### src/rtl/button_debounce_multi.sv
// button_debounce_multi
//   N-channel push-button conditioner. Each channel has its own synchroniser,
//   stable-time filter, debounced level and press / release / long-press
//   pulses. Channels share nothing except the clock and reset.
//
// Parameters
//   N_CH          number of independent channels (>=1)
//   SYNC_STAGES   synchroniser flops per channel (>=2)
//   STABLE_CYCLES cycles a new level must persist before acceptance (>=2)
//   LONG_CYCLES   cycles the level must stay pressed before long_pulse (>=2)
//   ACTIVE_LOW    1 = raw input reads 0 when pressed
//
// Ports
//   clk            system clock
//   rst            synchronous, active-high reset
//   btn_in         raw asynchronous button inputs, one bit per channel
//   btn_level      debounced level, 1 = pressed (polarity corrected)
//   press_pulse    one-cycle pulse on an accepted press
//   release_pulse  one-cycle pulse on an accepted release
//   long_pulse     one-cycle pulse once per press held for LONG_CYCLES
module button_debounce_multi #(
  parameter int N_CH          = 4,
  parameter int SYNC_STAGES   = 2,
  parameter int STABLE_CYCLES = 1000000,
  parameter int LONG_CYCLES   = 50000000,
  parameter int ACTIVE_LOW    = 0
) (
  input  logic            clk,
  input  logic            rst,
  input  logic [N_CH-1:0] btn_in,
  output logic [N_CH-1:0] btn_level,
  output logic [N_CH-1:0] press_pulse,
  output logic [N_CH-1:0] release_pulse,
  output logic [N_CH-1:0] long_pulse
);

  localparam int SW = $clog2(STABLE_CYCLES) + 1;
  localparam int HW = $clog2(LONG_CYCLES) + 1;

  localparam logic          IDLE_RAW    = (ACTIVE_LOW != 0);
  localparam logic [SW-1:0] STABLE_LAST = SW'(STABLE_CYCLES - 1);
  localparam logic [HW-1:0] LONG_LAST   = HW'(LONG_CYCLES - 1);
  localparam logic [HW-1:0] LONG_SAT    = HW'(LONG_CYCLES);

  // Hold counter step: cleared while released, counts while pressed and
  // parks at LONG_CYCLES so the long pulse cannot repeat within one press.
  function automatic logic [HW-1:0] hold_next(input logic lvl, input logic [HW-1:0] h);
    if (!lvl)
      return '0;
    if (h < LONG_LAST)
      return h + HW'(1);
    return LONG_SAT;
  endfunction

  function automatic logic long_fire(input logic lvl, input logic [HW-1:0] h);
    return lvl && (h == LONG_LAST);
  endfunction

  for (genvar ch = 0; ch < N_CH; ch++) begin : g_ch
    logic [SYNC_STAGES-1:0] sync_p0;
    logic                   s_p1;
    logic [SW-1:0]          stab_cnt;
    logic [HW-1:0]          hold_cnt;
    logic                   level_p2;
    logic                   press_p2;
    logic                   release_p2;
    logic                   long_p3;

    // Stage 0: synchroniser, reset to the released raw level
    always_ff @(posedge clk) begin
      if (rst)
        sync_p0 <= {SYNC_STAGES{IDLE_RAW}};
      else
        sync_p0 <= {sync_p0[SYNC_STAGES-2:0], btn_in[ch]};
    end

    // Stage 1: polarity correction, 1 = pressed
    assign s_p1 = sync_p0[SYNC_STAGES-1] ^ IDLE_RAW;

    // Stage 2: stable-time filter and edge pulses
    always_ff @(posedge clk) begin
      if (rst) begin
        stab_cnt   <= '0;
        level_p2   <= 1'b0;
        press_p2   <= 1'b0;
        release_p2 <= 1'b0;
      end else begin
        press_p2   <= 1'b0;
        release_p2 <= 1'b0;
        if (s_p1 == level_p2) begin
          stab_cnt <= '0;
        end else if (stab_cnt == STABLE_LAST) begin
          stab_cnt   <= '0;
          level_p2   <= s_p1;
          press_p2   <= s_p1;
          release_p2 <= ~s_p1;
        end else begin
          stab_cnt <= stab_cnt + SW'(1);
        end
      end
    end

    // Stage 3: long-press detection on the debounced level
    always_ff @(posedge clk) begin
      if (rst) begin
        hold_cnt <= '0;
        long_p3  <= 1'b0;
      end else begin
        hold_cnt <= hold_next(level_p2, hold_cnt);
        long_p3  <= long_fire(level_p2, hold_cnt);
      end
    end

    assign btn_level[ch]     = level_p2;
    assign press_pulse[ch]   = press_p2;
    assign release_pulse[ch] = release_p2;
    assign long_pulse[ch]    = long_p3;
  end

endmodule

### config.mk
export PLATFORM = sky130hd
export DESIGN_NAME = button_debounce_multi
export DESIGN_NICKNAME = d
export VERILOG_FILES = /design/src/rtl/button_debounce_multi.sv
export SDC_FILE = /design/constraint.sdc
export NUM_CORES = 1
export LEC_CHECK = 0
export CAP_MARGIN = 40
export CELL_PAD_IN_SITES_DETAIL_PLACEMENT = 1
export CELL_PAD_IN_SITES_GLOBAL_PLACEMENT = 2
export CORE_MARGIN = 3
export CORE_UTILIZATION = 30
export CTS_BUF_LIST = sky130_fd_sc_hd__clkbuf_8 sky130_fd_sc_hd__clkbuf_16
export DETAILED_ROUTE_END_ITERATION = 16
export HOLD_SLACK_MARGIN = 0.05
export PLACE_DENSITY = 0.73
export REMOVE_ABC_BUFFERS = 1
export SLEW_MARGIN = 20
export SYNTH_ARGS = -nofsm -noshare
export SYNTH_HDL_FRONTEND = slang
export SYNTH_SLANG_ARGS = --single-unit
### constraint.sdc
create_clock -name clk -period 3.9 [get_ports clk]
set_input_delay 0.78 -clock clk [delete_from_list [all_inputs] [get_ports clk]]
set_output_delay 0.78 -clock clk [all_outputs]
set_load 0.03 [all_outputs]
After elaboration in Yosys (flattened, before gate mapping)

Cells that the tools add are included.

Register bits: 216
Bits of input ports: 6
Output and inout bits: 16
Logic and storage cells: 116

$add $sub $neg: 8
Order comparisons: 4
Equality and inequality tests: 12
Muxes and demuxes: 36
Bitwise operators: 12
Reductions and logical operators: 16

Operators with widths:

| operator                                               | number |
|---|---|
| 2-to-1 mux 27 bit                                      | 16 |
| adder 27 x 1 -> 27 bit (second input constant)         | 4 |
| equality test 27 x 26 -> 1 bit (second input constant) | 4 |
| < comparator 27 x 26 -> 1 bit (second input constant)  | 4 |
| adder 21 x 1 -> 21 bit (second input constant)         | 4 |
| equality test 21 x 20 -> 1 bit (second input constant) | 4 |
| OR reduction 3 bit                                     | 8 |
| 2-to-1 mux 1 bit                                       | 20 |
| inverter 1 bit                                         | 12 |
| AND reduction 2 bit                                    | 4 |
| equality test 1 bit                                    | 4 |
| logical AND 1 bit                                      | 4 |

Longest topological paths before layout

Depth after elaboration: 6
Mapped depth: 8
Mapped depth without buffers: 6

Worst setup path before layout

OpenSTA, ideal clock, no wires.

Kind: register -> register
Start: register g_ch[0].hold_cnt[11]
End: register g_ch[0].hold_cnt[11]
Setup time: 0.064 ns
Arrival time: 1.789 ns
Slack: 2.047 ns
Stages on the path, launching flop included: 8
Buffers on the path: 2
Period minus slack after synthesis: 1.853 ns
Cells stage by stage: dfxtp_1 and3_1 buf_2 a221o_1 a221o_1 a211o_1 buf_6 nor2_1

Cells in the longest elaborated chain, start to end: 6
Elaborated cells between the ends (all ways): 8

RTL lines:

| what                          | line | text |
|---|---|---|
| start: declaration            | 63   | `logic [HW-1:0] hold_cnt;` |
| start signal: assignment      | 109  | `hold_cnt <= hold_next(level_p2, hold_cnt);` |
| < comparator 27 x 26 -> 1 bit | 50   | `if (h < LONG_LAST)` |
| 2-to-1 mux 1 bit (2 in a row) | 50   |  |
| 2-to-1 mux 1 bit              | 105  | `if (rst) begin` |
| 2-to-1 mux 27 bit (*)         | 52   | `return LONG_SAT;` |
| 2-to-1 mux 27 bit (*)         | 50   |  |

Mark *: on every way between the ends. The rest lies on a longest branch, timed or not. The select of a mux whose other input is x is not followed.
A chain may end at the register's enable or synchronous reset.

Final worst setup path

Start: register g_ch[1].level_p2
End: output port btn_level[1]

RTL lines:

| what                     | line | text |
|---|---|---|
| start: declaration       | 64   | `logic level_p2;` |
| start signal: assignment | 94   | `level_p2 <= s_p1;` |
| end: declaration         | 31   | `output logic [N_CH-1:0] btn_level,` |

No word-level cell between the ends.

==> run_summary.xml <==
<?xml version="1.0" encoding="UTF-8"?>
<metrics>
  <group name="run_status">
    <metric name="status" unit="">complete, no violations</metric>
  </group>
  <group name="placed_design">
    <metric name="detailedPlacementHpwl" unit="um">13500</metric>
    <metric name="preCtsSetupSlack" unit="ps">1030</metric>
    <metric name="place_congestion" unit="">0.727</metric>
    <metric name="place.detailed.instances" unit="">1447</metric>
    <metric name="number_of_i_o_port_buffers" unit="">21</metric>
  </group>
  <group name="routing">
    <metric name="remaining_drc_errors" unit="">0</metric>
    <metric name="routedWlPerCell" unit="um">13.3</metric>
    <metric name="total_iterations_of_the_first_detailed_routing_run" unit="">4</metric>
    <metric name="postRouteWirelength" unit="um">19900</metric>
    <metric name="antenna_violating_nets_post_route" unit="">0</metric>
    <metric name="drt_iter0_markers" unit="">272</metric>
    <metric name="avgViaCountPerCell" unit="">4.82</metric>
    <metric name="vias_post_dr" unit="">7189</metric>
  </group>
  <group name="hold_path">
    <metric name="worstHoldPathType" unit="">reg2reg</metric>
  </group>
  <group name="sta">
    <metric name="fmax" unit="MHz">408</metric>
    <metric name="period_needed" unit="ps">2450</metric>
    <metric name="worst-slew-pin-transition" unit="ps">869</metric>
    <metric name="post_route_hold_slack" unit="ps">440</metric>
    <metric name="period_share" unit="%">62.8</metric>
    <metric name="timing.setup.tns" unit="ps">0</metric>
    <metric name="final-setup-viol-count" unit="">0</metric>
    <metric name="finalMaxSlewViolations" unit="">0</metric>
    <metric name="remaining_max_slew_budget_at_the_tightest_pin" unit="%">42.0</metric>
    <metric name="hold_viol_final" unit="">0</metric>
    <metric name="final.setup_skew" unit="ps">8.24</metric>
    <metric name="setup_slack" unit="ps">1450</metric>
    <metric name="rsz_0062_raised_after_global_routing" unit="">no</metric>
  </group>
  <group name="cts">
    <metric name="cts.reportedPaths.clkPinSlew" unit="ps">60</metric>
    <metric name="clock_tree.root_cell" unit="">clkbuf_16</metric>
    <metric name="tritoncts" unit="">done</metric>
    <metric name="cts-resized-gates" unit="">0</metric>
    <metric name="cts_setup_buffers" unit="">0</metric>
    <metric name="cts_inserted_buffers" unit="">25</metric>
    <metric name="ctsHtreeMaxLevel" unit="">1</metric>
    <metric name="postCtsHoldBufs" unit="">0</metric>
    <metric name="max-clock-path-buffers" unit="">3</metric>
    <metric name="numClockSinks" unit="">216</metric>
    <metric name="insertion_delay" unit="ps">520</metric>
  </group>
  <group name="die">
    <metric name="initial_utilization" unit="%">30.5</metric>
    <metric name="die_height" unit="um">183</metric>
    <metric name="floorplan.die_area" unit="mm2">0.0333</metric>
    <metric name="core_region_area" unit="mm2">0.0307</metric>
    <metric name="placement_rows" unit="">64</metric>
    <metric name="design.portCount" unit="">22</metric>
    <metric name="chipWidth" unit="um">183</metric>
  </group>
  <group name="critical_path">
    <metric name="setup.reg_to_reg.worst_slack" unit="ps">1530</metric>
    <metric name="cp_data_required_time" unit="ps">3120</metric>
    <metric name="worst_path_dominant_cell_family" unit="">buffers and inverters</metric>
    <metric name="worst_path_largest_cell_delay" unit="ps">720</metric>
    <metric name="number_of_stages_on_the_worst_setup_path" unit="">1</metric>
    <metric name="cp_cell_sequence" unit="">clkdlybuf4s50_1</metric>
    <metric name="worst_r2r_path_depth" unit="">5</metric>
    <metric name="timing.critical_path.to" unit="">btn_level[1]</metric>
    <metric name="startpoint" unit="">g_ch[1].level_p2</metric>
    <metric name="critPathKind" unit="">reg2out</metric>
    <metric name="setup.worst_path.end_class" unit="">output pin</metric>
    <metric name="r2r-start" unit="">g_ch[1].stab_cnt[15]</metric>
    <metric name="crit_path_start_kind" unit="">flop</metric>
    <metric name="worstPathBufferInverterCount" unit="">1</metric>
    <metric name="worstReg2RegEnd" unit="">g_ch[1].stab_cnt[9]</metric>
    <metric name="critical_path.slowest_cell" unit="">clkdlybuf4s50_1</metric>
    <metric name="cp_max_fo" unit="">4</metric>
    <metric name="worstPathArrival" unit="ps">1670</metric>
  </group>
  <group name="global_routing">
    <metric name="grt_remaining_overflow" unit="">0</metric>
    <metric name="antenna_violations_before_repair" unit="">0</metric>
    <metric name="via_count_of_the_first_global_routing_pass" unit="">7234</metric>
    <metric name="grt_start_max_net_pins" unit="">21</metric>
    <metric name="track_usage" unit="%">12.0</metric>
    <metric name="grt_first_pass_wirelength" unit="um">34800</metric>
  </group>
  <group name="finish">
    <metric name="syn_to_final_growth" unit="%">14.3</metric>
    <metric name="most_frequent_standard_cell_in_the_layout_excluding_fill_and_tap_cells" unit="">dfxtp_1</metric>
    <metric name="final_net_count" unit="">1092</metric>
    <metric name="post_route_cells_drive_above_1_share" unit="%">5.20</metric>
    <metric name="post_route_utilization" unit="%">34.9</metric>
    <metric name="instances_no_fill" unit="">1493</metric>
    <metric name="antenna_cells_inserted" unit="">0</metric>
    <metric name="layout_common_cells" unit="">dfxtp_1 (216), nor2_1 (174), xor2_1 (100)</metric>
  </group>
  <group name="logic_synthesis">
    <metric name="synth_cell_type_count" unit="">49</metric>
    <metric name="synth.yosys.warnings" unit="">0</metric>
    <metric name="post_synth_instance_area" unit="mm2">0.00936</metric>
    <metric name="synth_sequential_area_ratio" unit="%">46.2</metric>
    <metric name="synth_seq_cells" unit="">216</metric>
    <metric name="synth_async_sr_flop_share" unit="%">0</metric>
    <metric name="yosys_most_used_dff" unit="">dfxtp_1</metric>
    <metric name="synthesis.instances" unit="">1061</metric>
    <metric name="syn_avg_cell_area" unit="um2">8.82</metric>
    <metric name="count_of_flip_flops_with_a_built_in_enable_after_synthesis" unit="">0</metric>
  </group>
  <group name="power">
    <metric name="worst_vdd_rail_ir_drop" unit="mV">0.283</metric>
    <metric name="cellPowerDensity" unit="mW/mm2">419</metric>
    <metric name="total_leakage_power" unit="uW">0.00345</metric>
  </group>
  <group name="flow_run">
    <metric name="maxCapViolations" unit="">0</metric>
  </group>
</metrics>
==> kinds of logic (layout without fill, tap and decap cells) <==
logic type | after synthesis | in the layout | synth area share (%)
AO/OA/AOI/OAI | 72 | 72 | 4.45
XOR/XNOR | 174 | 174 | 16.3
adder cells (fa/ha/maj) | 8 | 8 | 1.07
buffers and inverters | 64 | 97 | 3.37
flip-flops | 216 | 216 | 46.2
multiplexers | 2 | 2 | 0.214
other | 1 | 4 | 0.0401
AND/OR/NAND/NOR | 524 | 524 | 28.3
==> synth_stat cells, types with 22 or more instances <==
| cell | instances | area [um2] |
|---|---|---|
| xor2_1 | 100 | 876 |
| nand3_1 | 84 | 420 |
| nor2_1 | 174 | 653 |
| nor4_1 | 22 | 138 |
| clkbuf_1 | 23 | 86.3 |
| a21oi_1 | 49 | 245 |
| nor3_1 | 32 | 160 |
| nand4_1 | 55 | 344 |
| nand2_1 | 52 | 195 |
| xnor2_1 | 74 | 648 |
| dfxtp_1 | 216 | 4320 |
| and3_1 | 31 | 194 |
==> power by group <==
group	leakage (uW)	internal, uW	switching [uW]
Sequential	0.00174	2210	5.07
Combinational	0.00127	16.4	26.3
Clock	0.000432	1320	900
Total	0.00345	3550	932
==> registers in the layout (all words and copies together), names as in the netlist <==
signal           cells
g_ch.sync_p0         8
g_ch.stab_cnt       84
g_ch.hold_cnt      108
g_ch.press_p2        4
g_ch.release_p2      4
g_ch.level_p2        4
g_ch.long_p3         4
==> metal layers <==
| layer | vias up | share of wire (%) | track usage [%] | wire (um) |
|---|---|---|---|---|
| met5 | - | 0 | 0 | 0 |
| met4 | 0 | 1.7 | 3.02 | 332 |
| met3 | 23 | 3.5 | 2.25 | 691 |
| met2 | 56 | 45 | 19.7 | 8880 |
| met1 | 3441 | 50 | 16.2 | 9940 |
| li1 | 3669 | - | - | - |
==> layout make-up <==
cell class | count | area (um2)
repair buffers | 33 | 287
clock buffers | 30 | 694
fillers | 3541 | 20000
clock inverters | 16 | 96.3
multi-input cells | 784 | 4730
inverters | 18 | 67.6
well taps | 396 | 495
flip-flops and latches | 216 | 4320
==> per-stage QoR <==
| stage | power, uW | cell area [um2] |
|---|---|---|
| after floorplan | 2290 | 9120 |
| after global placement | 2310 | 9870 |
| after detailed placement | 2310 | 9900 |
| after CTS | 4580 | 10700 |
| after global routing | 4680 | 10700 |
| final | 4480 | 10700 |
==> worst min path at each step <==
stage | slack (ps) | cells past startpoint | from | end
finish | 440 | 1 | g_ch[2].sync_p0[0] | g_ch[2].sync_p0[1]
global route | 460 | 1 | g_ch[3].sync_p0[0] | g_ch[3].sync_p0[1]
CTS | 450 | 1 | g_ch[1].stab_cnt[0] | g_ch[1].stab_cnt[0]
detailed placement | 440 | 1 | g_ch[1].stab_cnt[0] | g_ch[1].stab_cnt[0]
global placement | 420 | 1 | g_ch[2].sync_p0[0] | g_ch[2].sync_p0[1]
floorplan | 410 | 1 | g_ch[1].stab_cnt[0] | g_ch[1].stab_cnt[0]
Note: power is estimated with default switching activity, not from simulation.
